[src/rtl/host_cmd_tx.sv]
// host_cmd_tx: serializes WRITE/READ/ALU_OP/ALU_NOP commands as UART frames (start, data LSB-first, opt. parity, stop).
// Latency: TX_OUT carries the start bit from the edge after accept; a command lasts N*(DATA_WIDTH+2+PAR_EN)*P clocks.
// Backpressure: cmd_ready only in IDLE, cmd_valid while busy is dropped; INTER_FRAME_GAP_EN adds a P-clock idle gap between frames.
module host_cmd_tx #(
    parameter int DATA_WIDTH     = 8,
    parameter int PRESCALE_WIDTH = 5,
    parameter int ADDR_SIZE      = 4,
    parameter int ALU_FUN_WIDTH  = 4
) (
    input  logic                      CLK,
    input  logic                      rst_n,
    input  logic                      cmd_valid,
    input  logic [1:0]                cmd_type,
    input  logic [ADDR_SIZE-1:0]      addr,
    input  logic [DATA_WIDTH-1:0]     wr_data,
    input  logic [DATA_WIDTH-1:0]     op_a,
    input  logic [DATA_WIDTH-1:0]     op_b,
    input  logic [ALU_FUN_WIDTH-1:0]  alu_fun,
    input  logic                      PAR_EN,
    input  logic                      PAR_TYP,
    input  logic [PRESCALE_WIDTH-1:0] prescale,
    output logic                      cmd_ready,
    output logic                      TX_OUT,
    output logic                      busy,
    output logic                      byte_done,
    output logic                      cmd_done
);

    localparam int BIT_W = (DATA_WIDTH > 1) ? $clog2(DATA_WIDTH) : 1;

`ifdef INTER_FRAME_GAP_EN
    typedef enum logic [2:0] {S_IDLE, S_START, S_DATA, S_PARITY, S_STOP, S_GAP} state_t;
`else
    typedef enum logic [2:0] {S_IDLE, S_START, S_DATA, S_PARITY, S_STOP} state_t;
`endif

    typedef struct packed {
        logic [1:0]                cmd_type;
        logic [ADDR_SIZE-1:0]      addr;
        logic [DATA_WIDTH-1:0]     wr_data;
        logic [DATA_WIDTH-1:0]     op_a;
        logic [DATA_WIDTH-1:0]     op_b;
        logic [ALU_FUN_WIDTH-1:0]  alu_fun;
        logic                      par_en;
        logic                      par_typ;
        logic [PRESCALE_WIDTH-1:0] prescale;
    } cmd_t;

    state_t                    state_q, state_d;
    cmd_t                      cmd_q, cmd_d;
    logic [PRESCALE_WIDTH-1:0] cnt_q, cnt_d;
    logic [BIT_W-1:0]          bit_q, bit_d;
    logic [1:0]                byte_q, byte_d;
    logic                      tx_q, tx_d;

    logic [PRESCALE_WIDTH-1:0] p_last;
    logic [1:0]                n_last;
    logic                      bit_end;
    logic                      last_byte;
    logic [DATA_WIDTH-1:0]     cur_byte_d;

    function automatic logic [DATA_WIDTH-1:0] frame_byte(input cmd_t c, input logic [1:0] idx);
        logic [DATA_WIDTH-1:0] b;
        b = '0;
        case (c.cmd_type)
            2'd0: case (idx)
                2'd0:    b = DATA_WIDTH'(8'hAA);
                2'd1:    b = DATA_WIDTH'(c.addr);
                default: b = c.wr_data;
            endcase
            2'd1: b = (idx == 2'd0) ? DATA_WIDTH'(8'hBB) : DATA_WIDTH'(c.addr);
            2'd2: case (idx)
                2'd0:    b = DATA_WIDTH'(8'hCC);
                2'd1:    b = c.op_a;
                2'd2:    b = c.op_b;
                default: b = DATA_WIDTH'(c.alu_fun);
            endcase
            default: b = (idx == 2'd0) ? DATA_WIDTH'(8'hDD) : DATA_WIDTH'(c.alu_fun);
        endcase
        return b;
    endfunction

    // prescale 0 behaves as 1: the last count of a bit is then 0
    assign p_last    = (cmd_q.prescale == '0) ? '0 : cmd_q.prescale - PRESCALE_WIDTH'(1);
    assign bit_end   = (cnt_q == p_last);
    assign n_last    = (cmd_q.cmd_type == 2'd0) ? 2'd2 :
                       (cmd_q.cmd_type == 2'd2) ? 2'd3 : 2'd1;
    assign last_byte = (byte_q == n_last);

    always_comb begin
        state_d = state_q;
        cmd_d   = cmd_q;
        cnt_d   = cnt_q;
        bit_d   = bit_q;
        byte_d  = byte_q;
        if (state_q != S_IDLE) begin
            cnt_d = bit_end ? '0 : cnt_q + PRESCALE_WIDTH'(1);
        end
        case (state_q)
            S_IDLE: begin
                if (cmd_valid) begin
                    state_d          = S_START;
                    cmd_d.cmd_type   = cmd_type;
                    cmd_d.addr       = addr;
                    cmd_d.wr_data    = wr_data;
                    cmd_d.op_a       = op_a;
                    cmd_d.op_b       = op_b;
                    cmd_d.alu_fun    = alu_fun;
                    cmd_d.par_en     = PAR_EN;
                    cmd_d.par_typ    = PAR_TYP;
                    cmd_d.prescale   = prescale;
                    cnt_d            = '0;
                    bit_d            = '0;
                    byte_d           = '0;
                end
            end
            S_START: begin
                if (bit_end) begin
                    state_d = S_DATA;
                    bit_d   = '0;
                end
            end
            S_DATA: begin
                if (bit_end) begin
                    if (bit_q == BIT_W'(DATA_WIDTH - 1)) begin
                        state_d = cmd_q.par_en ? S_PARITY : S_STOP;
                    end else begin
                        bit_d = bit_q + BIT_W'(1);
                    end
                end
            end
            S_PARITY: begin
                if (bit_end) state_d = S_STOP;
            end
            S_STOP: begin
                if (bit_end) begin
                    if (last_byte) begin
                        state_d = S_IDLE;
                    end else begin
                        byte_d  = byte_q + 2'd1;
`ifdef INTER_FRAME_GAP_EN
                        state_d = S_GAP;
`else
                        state_d = S_START;
`endif
                    end
                end
            end
`ifdef INTER_FRAME_GAP_EN
            S_GAP: begin
                if (bit_end) state_d = S_START;
            end
`endif
            default: state_d = S_IDLE;
        endcase

        // TX_OUT is registered, so it is computed from the state being entered
        cur_byte_d = frame_byte(cmd_d, byte_d);
        case (state_d)
            S_START:  tx_d = 1'b0;
            S_DATA:   tx_d = cur_byte_d[bit_d];
            S_PARITY: tx_d = (^cur_byte_d) ^ cmd_d.par_typ;
            default:  tx_d = 1'b1;
        endcase
    end

    always_ff @(posedge CLK or negedge rst_n) begin
        if (!rst_n) begin
            state_q <= S_IDLE;
            cmd_q   <= '0;
            cnt_q   <= '0;
            bit_q   <= '0;
            byte_q  <= '0;
            tx_q    <= 1'b1;
        end else begin
            state_q <= state_d;
            cmd_q   <= cmd_d;
            cnt_q   <= cnt_d;
            bit_q   <= bit_d;
            byte_q  <= byte_d;
            tx_q    <= tx_d;
        end
    end

    assign cmd_ready = (state_q == S_IDLE);
    assign busy      = !cmd_ready;
    assign byte_done = (state_q == S_STOP) && bit_end;
    assign cmd_done  = byte_done && last_byte;
    assign TX_OUT    = tx_q;

endmodule

[config.mk]
export PLATFORM = sky130hd
export DESIGN_NAME = host_cmd_tx
export DESIGN_NICKNAME = d
export VERILOG_FILES = /design/src/rtl/host_cmd_tx.sv
export SDC_FILE = /design/constraint.sdc
export NUM_CORES = 1
export LEC_CHECK = 0
export ABC_AREA = 0
export BUFFER_PORTS_ARGS = -buffer_cell sky130_fd_sc_hd__clkbuf_2
export CORE_AREA = 4 4 82 84
export CTS_CLUSTER_DIAMETER = 100
export DETAILED_ROUTE_END_ITERATION = 6
export DIE_AREA = 0 0 86 88
export PLACE_DENSITY_LB_ADDON = 0.2
export SYNTH_ARGS = -nofsm -noshare
export SYNTH_HDL_FRONTEND = slang
export SYNTH_SLANG_ARGS = --single-unit
[constraint.sdc]
create_clock -name CLK -period 4.4 [get_ports CLK]
set_input_delay 0.44 -clock CLK [delete_from_list [all_inputs] [get_ports CLK]]
set_output_delay 0.44 -clock CLK [all_outputs]
set_load 0.1 [all_outputs]
==> results summary, run 1 <==
The run finished with clean final reports. The smallest clock period supported by the final layout is computed as 3.95 ns. The power density relative to cell area is 854 nW/µm².

At the pin with the least slew margin, the transition time is 0.703 ns. The max-slew headroom at the worst pin came out at 53.1%. The post-CTS setup-driven buffer insertion count came out at 0.

The level count of the clock H-tree is 2. The relative area change from synthesis to final layout came out at 12.3%. The average cell area after synthesis is 8.42 µm².

The count of endpoints failing hold in the final timing report is 0. The max-slew violation total from the final report is 0. Among all cell types in the netlist, the one instantiated most often is sky130_fd_sc_hd__nand2_1. The commonest cells after synthesis are sky130_fd_sc_hd__nand2_1 (117), sky130_fd_sc_hd__dfrtp_1 (54), sky130_fd_sc_hd__o21ai_0 (24).

Clock skew on the completed layout was measured at about 0.009 ns. After synthesis, the largest area contributor takes up 41.0% of total cell area. The final critical-path share of the clock period came out at about nine tenths.

The maximum clock frequency is about 0.25 GHz. The weighted congestion at the end of routability-driven global placement came out at 0.874. The combined area of the multi-input logic cells came out at 1770 µm². In the final timing run, aggregate negative setup slack is 0 ns. The tool flagged a number of max-cap violations equal to 0. The area of the mapped netlist is 3300 µm². For this design, the slowest cell found on the critical path is sky130_fd_sc_hd__xnor3_2.

The global-route wire length before repair is 12700 µm. The post-detailed-route wirelength per cell is 14.4 µm. The total routing resource utilization after global routing came out at 21.0%.

The nature of the critical path endpoint is a register. The share of synthesized area occupied by flip-flops and latches came out at 41.8%. The Yosys warning count is 0. Of all nets on the critical path, the largest fanout is 15. The worst hold-check path type is in -> async. Walking the worst path, the cells encountered are inv_1, ha_1, nor4b_4, nor3_2, nor4b_4, o2111ai_2, mux2_4, inv_2, o21ai_1, nor2_1, a21oi_1, xnor2_1, xnor3_2, xor2_1, o31ai_2. The maximum clock path buffer count came out at 2. The DRC violations left is 0.

Registers take 1380 µm². The peak per-stage delay on the critical path came out at 0.44 ns. The final antenna diode count is 0. Port buffering added 48 buffers. The number of gates resized after CTS was 0. The most area-hungry cell type in the Yosys netlist is sky130_fd_sc_hd__dfrtp_1.

The smallest setup slack after layout came out at roughly 0.45 ns. The clock latency of the later-clocked register in the worst-skew pair came out at 0.31 ns. The data required time of the critical path came out at 4.64 ns. The fraction of registers with async set/reset came out at 100%.

The synthesis-stage register bit count is 55. The count of unique library cells instantiated by Yosys is 63. The total clock sinks came out at 55. The site row count came out at 28.

The final count of negative-setup-slack endpoints is 0. The net count after synthesis is between 400 and 500. The number of optimization iterations in the first detailed-route pass came out at 4. Entering global routing, the biggest net connects 56 pins. The layout net count is 483. Setup repair after global routing left no endpoint under its margin. In the final layout, the share of cells above drive strength 1 is 20.6%. The ratio of routed vias to standard cells is 5.60. The most used flip-flop cell after synthesis is sky130_fd_sc_hd__dfrtp_1. The die covers around 7600 µm². The first routing iteration left 140 violations. The via count of the first global-routing pass is 2790. The number of vias in the routed layout is 2868. The initial utilization of the core area, before any placement, comes to 55.7%. The floorplan step set the die width to around 86 µm. The remaining antenna violation count after routing came out at 0. Synthesis produced 392 cells. The number of enable flip-flop cells after synthesis is 0. The critical path is of the reg -> reg type.

The total core area came out at 5920 µm². In this run the static leakage power is 1.84 nW. The number of CTS-inserted buffers came out at 5. By instance count, the cell type seen most on the critical path is sky130_fd_sc_hd__nor4b_4. The root buffer selected by CTS is sky130_fd_sc_hd__clkbuf_8. The worst voltage drop across the vdd grid came out at approximately 0.0005 V. OpenSTA, run right after detailed placement, puts the worst setup slack at 0.505 ns.

The total grt overflow is 0. The number of I/O pins came out at a little under 50. The half-perimeter wire length after detailed placement is 5590 µm. Wires add up to roughly 7400 µm.

The initial antenna violation count came out at 0. Ranked by total cell area, the synthesized netlist is headed by sky130_fd_sc_hd__dfrtp_1 (41%), sky130_fd_sc_hd__nand2_1 (13%), sky130_fd_sc_hd__o21ai_0 (3.6%), sky130_fd_sc_hd__mux2i_1 (3.3%), sky130_fd_sc_hd__a21oi_1 (2.4%). The design draws 3.17 mW.

TritonCTS built the clock tree. Data arrives at the worst endpoint at 4.19 ns. The clock transition at the registers of the reported paths is 0.10 ns.

The quantity of hold-fixing buffers added after cts is 0. The y dimension of the die is 88 µm. STA classifies the critical path startpoint as a register. The layout has 535 filler cells.
-- path summary, 6_finish.rpt --
| path | from | endpoint | slack [ns] | depth (start not counted) |
|---|---|---|---|---|
| setup / recovery | cmd_q[0]$_DFFE_PN0P_ | TX_OUT$_DFF_PN1_ | 0.45 | 15 |
| hold / removal | rst_n | cnt_q[2]$_DFF_PN0_ | 0.22 | 2 |
| setup reg to reg | cmd_q[0]$_DFFE_PN0P_ | TX_OUT$_DFF_PN1_ | 0.45 | 15 |
| hold reg to reg | cmd_q[31]$_DFF_PN0_ | cmd_q[31]$_DFF_PN0_ | 0.48 | 2 |
| max in group asynchronous | rst_n | cmd_q[28]$_DFF_PN0_ | 3.69 | 2 |
| min in group CLK | prescale[3] | cmd_q[3]$_DFFE_PN0P_ | 0.31 | 3 |
-- metrics by stage --
stage          hold slack [ns]  cell area (µm²)  util, %  instances
6_report                 0.221             3710     62.6        512
5_1_grt                  0.281             3710     62.6        512
4_1_cts                  0.259             3710     62.6        512
3_5_place_dp             0.464             3610     61.0        504
3_3_place_gp             0.452             3610     61.0        504
2_1_floorplan            0.144             3300        -        392
-- layer usage --
layer	global-route usage, %	vias to the layer above	wire length, µm
met3	3.67	18	268
met2	34.6	69	3600
met4	9.78	0	202
li1	-	1441	-
met5	0	-	0
met1	26.9	1340	3310
-- sequential cells by signal, summed over array words and instances, names as in the netlist --
name     cells
cnt_q        5
cmd_q       41
TX_OUT       1
state_q      3
bit_q        3
byte_q       2
-- layout make-up --
| type | count | share of cell area (%) |
|---|---|---|
| multi-input cells | 299 | 47.8 |
| repair buffers | 55 | 7.90 |
| clock inverters | 3 | 0.709 |
| clock buffers | 5 | 1.86 |
| flip-flops and latches | 55 | 37.2 |
| inverters | 20 | 2.03 |
| well taps | 75 | 2.53 |
-- cell families after synthesis --
group                    share of synthesized area [%]
adder cells (fa/ha/maj)                           1.14
multiplexers                                      4.13
AO/OA/AOI/OAI                                     18.6
flip-flops                                        41.8
buffers and inverters                             4.74
AND/OR/NAND/NOR                                   26.8
XOR/XNOR                                          2.84
-- critical path: cells and delay by family (launching register included) --
kind | cells | cell delay [ns]
flip-flops | 1 | 0.43
adder cells (fa/ha/maj) | 1 | 0.27
XOR/XNOR | 3 | 0.76
AO/OA/AOI/OAI | 4 | 0.96
multiplexers | 1 | 0.36
buffers and inverters | 2 | 0.22
AND/OR/NAND/NOR | 4 | 0.87
-- layout by cell type, fill, tap and decap left out, types with 4 or more instances in the layout --
| cell type | netlist | layout |
|---|---|---|
| sky130_fd_sc_hd__mux2i_1 | 11 | 11 |
| sky130_fd_sc_hd__buf_4 | 0 | 7 |
| sky130_fd_sc_hd__nand2_1 | 117 | 117 |
| sky130_fd_sc_hd__clkbuf_8 | 0 | 5 |
| sky130_fd_sc_hd__clkbuf_2 | 0 | 48 |
| sky130_fd_sc_hd__nand3_1 | 11 | 11 |
| sky130_fd_sc_hd__o21ai_0 | 24 | 24 |
| sky130_fd_sc_hd__a31oi_1 | 4 | 4 |
| sky130_fd_sc_hd__inv_1 | 18 | 18 |
| sky130_fd_sc_hd__nand2b_1 | 5 | 5 |
| sky130_fd_sc_hd__nor2_1 | 15 | 15 |
| sky130_fd_sc_hd__dfrtp_1 | 54 | 54 |
| sky130_fd_sc_hd__xnor2_1 | 4 | 4 |
| sky130_fd_sc_hd__xor2_1 | 4 | 4 |
| sky130_fd_sc_hd__a21oi_1 | 16 | 16 |
| sky130_fd_sc_hd__or2_2 | 5 | 5 |
| sky130_fd_sc_hd__nor3_1 | 6 | 6 |
-- where the power goes --
group,internal (mW),leakage (nW),total [mW],switching (mW)
Combinational,0.800,1.11,1.97,1.17
Clock,0.117,0.0491,0.295,0.177
Sequential,0.734,0.687,0.898,0.163
No activity file was read; power rests on OpenSTA's default activity.
==> run 2, diff against run 1 <==
- CAP_MARGIN: default -> 10
- CORE_AREA: 4 4 82 84 -> 4 4 85 87
- DIE_AREA: 0 0 86 88 -> 0 0 89 91
- clock period: 4.4 -> 3.62 ns (I/O delays scaled with it)
==> results summary, run 2 (synthesis gave the netlist of run 1 again) <==
The total area inside the core boundary comes to 6350 µm². Before CTS, the worst setup slack after placement is 0.0267 ns. The worst-path maximum fanout came out at 8. The port buffer count came out at 48. The count of endpoints failing hold in the final timing report came out at 0. The worst setup path is launched from a register. The storage element area came out at 1380 µm². The relative contribution of sequential cells to total power is between 20% and 30%. In this run the tightest slew margin relative to its limit is 60.5%.

No sink is reached through more buffers than the 2 on the longest clock path. The sum of routed wire length over all layers is 7980 µm. The final period demand of the worst path is ~3.6 ns. The leakage power total came out at approximately 1.9 nW.

After clock tree synthesis, the clock-pin slew on the worst setup and hold paths is 0.11 ns. The starting utilization of the core area came out at between 50% and 60%. More flip-flops sit in one register than any other, and that register is cmd_q.

Counting tap cells, the placed design contains a total of between 500 and 600 instances. The worst hold-check path type is in -> async. At the pin with the least slew margin, the transition time is 0.592 ns. The switching power total came out at 1.91 mW. For this block, the initial DRC count from the detailed router was around 110. The repair_antennas step left the layout with diodes totalling 0. The die is 89 µm wide.

The proportion of layout cells with a drive suffix above 1 is 25.0%. The level count of the clock H-tree is 2. The nature of the critical path endpoint is a register. Setup slack on the critical path of the routed design comes to slightly below 0.06 ns. The number of CTS-inserted buffers came out at 5. The remaining antenna violation count after routing is 0. The worst-case IR drop observed on VDD is 0.000726 V.

The final critical-path share of the clock period came out at 98.4%. The maximum clock frequency came out at 0.281 GHz. The final count of negative-setup-slack endpoints came out at 0. The number of vias in the routed layout is 2958.

The cell-internal power came out at around 2.1 mW. The area of the die is between 8000 and 9000 µm². The congestion estimate from routability-driven global placement came to 0.872. The via count of the first global-routing pass is roughly 2800. At the worst endpoint, the required time is a little under 4 ns. Leaving out fill and tap cells, the most frequent cell in the layout is sky130_fd_sc_hd__nand2_1. The clock latency of the later-clocked register in the worst-skew pair is approximately 0.31 ns.

The worst setup path is of the reg -> reg kind. The number of I/O pins came out at 49. The endpoint arrival time on the critical path is 3.80 ns.

The largest registers in the layout are cmd_q x41, cnt_q x5. TritonCTS built the clock tree. The global-route wire length before repair is ~13000 µm. The library cells used most frequently in the layout, excluding fill and tap cells, are sky130_fd_sc_hd__nand2_1 (117), sky130_fd_sc_hd__dfrtp_1 (54), sky130_fd_sc_hd__clkbuf_2 (48).

In this run the power density over the cells is 1040 nW/µm². The first detailed-routing pass took 4 iterations. Detailed placement ended at an HPWL of 6090 µm. The DRC violations left is 0.

The total grt overflow is 0. Once layout is complete, the cells apart from fillers number 533. The run finished with clean final reports. After detailed routing, the average wire length per cell comes to 15.0 µm. In this run the core area contains 29 standard-cell rows.

From synthesis to final layout, the design area changed by 17.5%. For this run, the post-layout net count is 502. The largest net degree at the start of global routing is 34. The max-cap check violation count is 0. Combinational logic burns roughly two thirds of the power. The flip-flop count of the largest register after layout came out at 41. The most critical setup path has its startpoint at cmd_q[0]$_DFFE_PN0P_. The final clock skew came out at 0.00801 ns. The ratio of routed vias to standard cells is 5.55.

The startpoint of the most critical register-to-register path is cmd_q[0]$_DFFE_PN0P_. The share of power burned in the clock network came out at under 10%. The switching share of power is between 40% and 50%. The root buffer selected by CTS is sky130_fd_sc_hd__clkbuf_8. Setup repair after global routing could not meet its margin everywhere. The initial antenna violation count is 0. The total routing resource utilization after global routing came out at 20.4%.

The combined area of the multi-input logic cells came out at roughly 1800 µm². The total clock sinks came out at 55. The number of fill cells came out at 568. The max-slew violation total from the final report came out at 0. The y dimension of the die came out at 91 µm.
==> run 2: worst max-delay path: stages, from the launching register on <==
cell                        delay [ns]
sky130_fd_sc_hd__dfrtp_1          0.40
sky130_fd_sc_hd__inv_1            0.07
sky130_fd_sc_hd__ha_1             0.16
sky130_fd_sc_hd__nor4b_4          0.28
sky130_fd_sc_hd__nor3_2           0.09
sky130_fd_sc_hd__nor4b_4          0.34
sky130_fd_sc_hd__o2111ai_2        0.18
sky130_fd_sc_hd__mux2_4           0.40
sky130_fd_sc_hd__mux2i_1          0.15
sky130_fd_sc_hd__a211o_1          0.33
sky130_fd_sc_hd__a21oi_2          0.15
sky130_fd_sc_hd__xnor2_1          0.13
sky130_fd_sc_hd__xnor3_2          0.44
sky130_fd_sc_hd__xor2_1           0.18
sky130_fd_sc_hd__o31ai_2          0.18
==> run 2: worst paths after layout <==
kind	to	slack, ns	cells past startpoint
worst min-delay path	cnt_q[4]$_DFF_PN0_	0.03	1
worst max-delay path	TX_OUT$_DFF_PN1_	0.06	14
worst min register to register	cmd_q[33]$_DFF_PN0_	0.48	2
max in group asynchronous	cmd_q[17]$_DFF_PN0_	2.76	2
worst max register to register	TX_OUT$_DFF_PN1_	0.06	14
min in group CLK	cmd_q[6]$_DFFE_PN0P_	0.23	3
==> run 2: metal layers <==
metal	track usage [%]	wire length, µm	vias up	part of all wire (%)
met4	5.83	131	0	1.6
li1	-	-	1477	-
met1	27.1	3500	1413	44
met3	3.17	307	13	3.8
met5	0	0	-	0
met2	34.3	4040	55	51
==> run 2: per-stage QoR <==
step                      power (mW)  cell area, µm²  TNS, ns  utilization, %  hold WS [ns]
after detailed placement        3.62            3720        0            58.6         0.397
after global routing            4.38            3880   -0.162            61.1        0.0696
after CTS                       4.02            3830        0            60.3        0.0526
final                           4.05            3880        0            61.1        0.0297
after floorplan                 3.01            3300        0               -        0.0664
after global placement          3.55            3720        0            58.6         0.394
==> run 2: timing repair <==
action / in CTS / in global routing
endpoints found under the setup margin: 1 / 1
pin swaps: 1 / 3
hold buffers: 0 / 0
cloned: 0 / 0
gates resized for setup: 1 / 5
setup buffers: 2 / 3
==> run 2: cell type report <==
cell class / count / area share (%)
inverter: 20 / 2.00
multi-input combinational: 299 / 46.5
timing repair buffer: 74 / 11.2
tap: 77 / 2.48
clock inverter: 3 / 0.516
clock buffer: 5 / 1.77
sequential: 55 / 35.5
==> run 2: power groups by stage <==
stage               Clock [mW]  Combinational (mW)  Sequential [mW]
floorplan                    0                1.94             1.07
global placement             0                2.48             1.07
detailed placement           0                2.54             1.08
CTS                      0.360                2.59             1.07
global route             0.388                2.89             1.10
finish                   0.353                2.62             1.07
==> run 3, diff against run 2 <==
==> constraint.sdc (replaced) <==
create_clock -name CLK -period 3.62 [get_ports CLK]
set_input_delay 0 -clock CLK [delete_from_list [all_inputs] [get_ports CLK]]
set_output_delay 0 -clock CLK [all_outputs]
set_load 0.1 [all_outputs]
==> results summary, run 3 (synthesis gave the netlist of run 1 again) <==
The capturing point of the worst reg2reg path is TX_OUT$_DFF_PN1_. The via count of the first global-routing pass came out at roughly 3100. Measured along the y axis, the die boundary spans 91 µm.

The level count of the clock H-tree is 2. The sum of routed wire length over all layers came out at 8280 µm. The worst voltage drop across the vdd grid came out at 0.000682 V. The overall power of the completed layout is 4.16 mW. The weighted congestion at the end of routability-driven global placement came out at 0.862. For the worst flop-to-flop path, the logic depth is 12. The total clock sinks came out at 55. The transition time of the tightest slew-check pin is a little under 0.7 ns.

Excluding fillers, the count of instances in the completed layout stands at about 570. The tightest min-delay check is of the in -> reg type. Across all hold checks on the routed design, the worst slack comes to 0.0798 ns.

The type of the worst setup path is reg -> reg. TritonCTS built the clock tree. For this design the ratio of total power to cell area is roughly 960 nW/µm². The worst hold path terminates at cnt_q[0]$_DFF_PN0_. The flow ran to the end, and the final reports show no timing, DRC or antenna violations.

The worst setup path is captured at a register. The buffers plus inverters on the worst setup path came out at 0. The final clock skew came out at 0.00579 ns. The setup check on the worst reg-to-reg path leaves a slack of 0.05 ns. The total instance count after detailed placement came out at 520. The number of optimization iterations in the first detailed-route pass is 4. Counting I/O delays and the setup requirement, the final critical path takes 3.57 ns. The largest registers in the layout are cmd_q x41, cnt_q x5. The finished cells cover 4340 µm².

The number of I/O pins came out at 49. Leaving out fill and tap cells, the most frequent cell in the layout is sky130_fd_sc_hd__nand2_1. The final antenna diode count is 0. The port buffer count came out at 48. The relative area change from synthesis to final layout came out at 31.4%. The startpoint identified for the worst register-to-register timing path is cmd_q[2]$_DFFE_PN0P_. The hold path depth is 4. Timing would allow up to 0.280 GHz. The final critical-path share of the clock period came out at 98.7%. The signal on the critical path passes through or3_1, and2_1, nor3_2, o2111ai_2, mux2_4, mux2i_1, a211o_1, a21oi_2, xnor2_1, xnor3_2, xor2_1, o31ai_2. The site row count came out at 29. The final count of negative-setup-slack endpoints is 0. The half-perimeter wire length after detailed placement came out at about 6000 µm.

The total core area came out at roughly 6300 µm². The top cell types in the final layout, fill and taps aside, are sky130_fd_sc_hd__nand2_1 (117), sky130_fd_sc_hd__dfrtp_1 (54), sky130_fd_sc_hd__clkbuf_2 (48). The worst setup slack after placement came out at -0.0256 ns. The clock transition at the registers of the reported paths is 0.10 ns. The total routing resource utilization after global routing is 21.5%. The die width is 89 µm. Setup repair after global routing could not meet its margin everywhere. For this configuration, the core starts out at a cell density of approximately 52%.

Entering global routing, the biggest net connects 56 pins. The data required time of the critical path is ~3.8 ns. The clock latency of the later-clocked register in the worst-skew pair came out at 0.30 ns.

The max-cap check violation count came out at 0. The detailed router placed 3108 vias in this run. STA classifies the critical path startpoint as a register. The initial antenna violation count is 0.

The count of endpoints failing hold in the final timing report is 0. The maximum clock path buffer count came out at 2. The proportion of layout cells with a drive suffix above 1 is 23.4%. The leakage power total came out at 2.12 nW. The max-slew violation total from the final report is 0. The cell family contributing the most delay on the critical path is compound AO/OA/AOI/OAI gates. The number of clock buffers added by TritonCTS is 5. The remaining antenna violation count after routing came out at 0. The aggregate negative setup slack came out at 0 ns. The register with the most flip-flops is cmd_q. The smallest setup slack after layout came out at 0.0484 ns. The number of DRC violations after detailed-routing iteration 0 came out at 173. The area of the die came out at roughly 8000 µm². The worst hold path begins at cmd_valid. The final core utilization is 68.3%.

The DRC violations left came out at 0. For this run the aggregate overflow at the end of global routing stands at 0. The global-route wire length before repair is 14200 µm. The root buffer selected by CTS is sky130_fd_sc_hd__clkbuf_8.

The peak per-stage delay on the critical path came out at 0.47 ns. The worst pin sits at a relative slew slack of 54.6%. The slowest stage of the critical path is the sky130_fd_sc_hd__dfrtp_1 cell.

The ratio of routed vias to standard cells is 5.42. The post-detailed-route wirelength per cell is 14.4 µm. The flip-flop count of the largest register after layout is between 40 and 50. After the last flow step, the layout net total stands at between 500 and 600. Of all nets on the critical path, the largest fanout is 8. The endpoint arrival time on the critical path came out at ~3.8 ns.

After detailed placement, the total cell area comes to 3720 µm².
## run 3: changes by cell type in the layout (fill, tap and decap cells not counted), sizes merged
| cell | change |
|---|---|
| clkbuf | +1 |
| inv | +1 |
| dlygate4sd3 | +40 |
| clkinvlp | -2 |
| bufinv | +1 |
| clkinv | -1 |
## run 3: report_power, final
part	switching, mW	internal [mW]
combinational	1.52	1.14
sequential	0.181	0.894
clock	0.202	0.228
total	1.90	2.26
## run 3: routing by layer
metal,up-vias,GRT usage (%),share of wire [%]
li1,1559,-,-
met1,1468,27.3,42
met2,67,37.2,52
met3,14,4.07,4.4
met4,0,5.46,1.6
met5,-,0,0
## run 3: worst max path at each step
stage	from	endpoint	slack [ns]	depth (start not counted)
after global routing	cmd_q[0]$_DFFE_PN0P_	TX_OUT$_DFF_PN1_	-0.18	16
final	cmd_q[2]$_DFFE_PN0P_	TX_OUT$_DFF_PN1_	0.05	12
after CTS	cmd_q[0]$_DFFE_PN0P_	TX_OUT$_DFF_PN1_	0.001	14
after floorplan	cmd_q[0]$_DFFE_PN0P_	TX_OUT$_DFF_PN1_	0.08	16
after detailed placement	cmd_q[0]$_DFFE_PN0P_	TX_OUT$_DFF_PN1_	-0.03	14
after global placement	cmd_q[0]$_DFFE_PN0P_	TX_OUT$_DFF_PN1_	0.12	14
## run 3: layout make-up
class | instances | area, µm²
sequential | 55 | 1380
inverter | 20 | 77.6
multi-input combinational | 299 | 1810
fill | 517 | 2010
timing repair buffer | 114 | 852
tap | 77 | 96.3
clock buffer | 6 | 82.6
clock inverter | 2 | 38.8
## run 3: worst register-to-register path: stages, from the launching register on
cell and delay (ns):
sky130_fd_sc_hd__dfrtp_1 0.47, sky130_fd_sc_hd__or3_1 0.41, sky130_fd_sc_hd__and2_1 0.20, sky130_fd_sc_hd__nor3_2 0.27
sky130_fd_sc_hd__o2111ai_2 0.22, sky130_fd_sc_hd__mux2_4 0.41, sky130_fd_sc_hd__mux2i_1 0.14, sky130_fd_sc_hd__a211o_1 0.33
sky130_fd_sc_hd__a21oi_2 0.15, sky130_fd_sc_hd__xnor2_1 0.13, sky130_fd_sc_hd__xnor3_2 0.44, sky130_fd_sc_hd__xor2_1 0.16
sky130_fd_sc_hd__o31ai_2 0.18
## run 3: repair_timing
item | 4_1_cts | 5_1_grt
pin swaps | 1 | 5
hold buffers | 40 | 0
resized for setup | 0 | 9
gates cloned | 0 | 0
hold endpoints to repair | 93 | 0
setup buffers | 2 | 3
setup endpoints to repair | 1 | 1
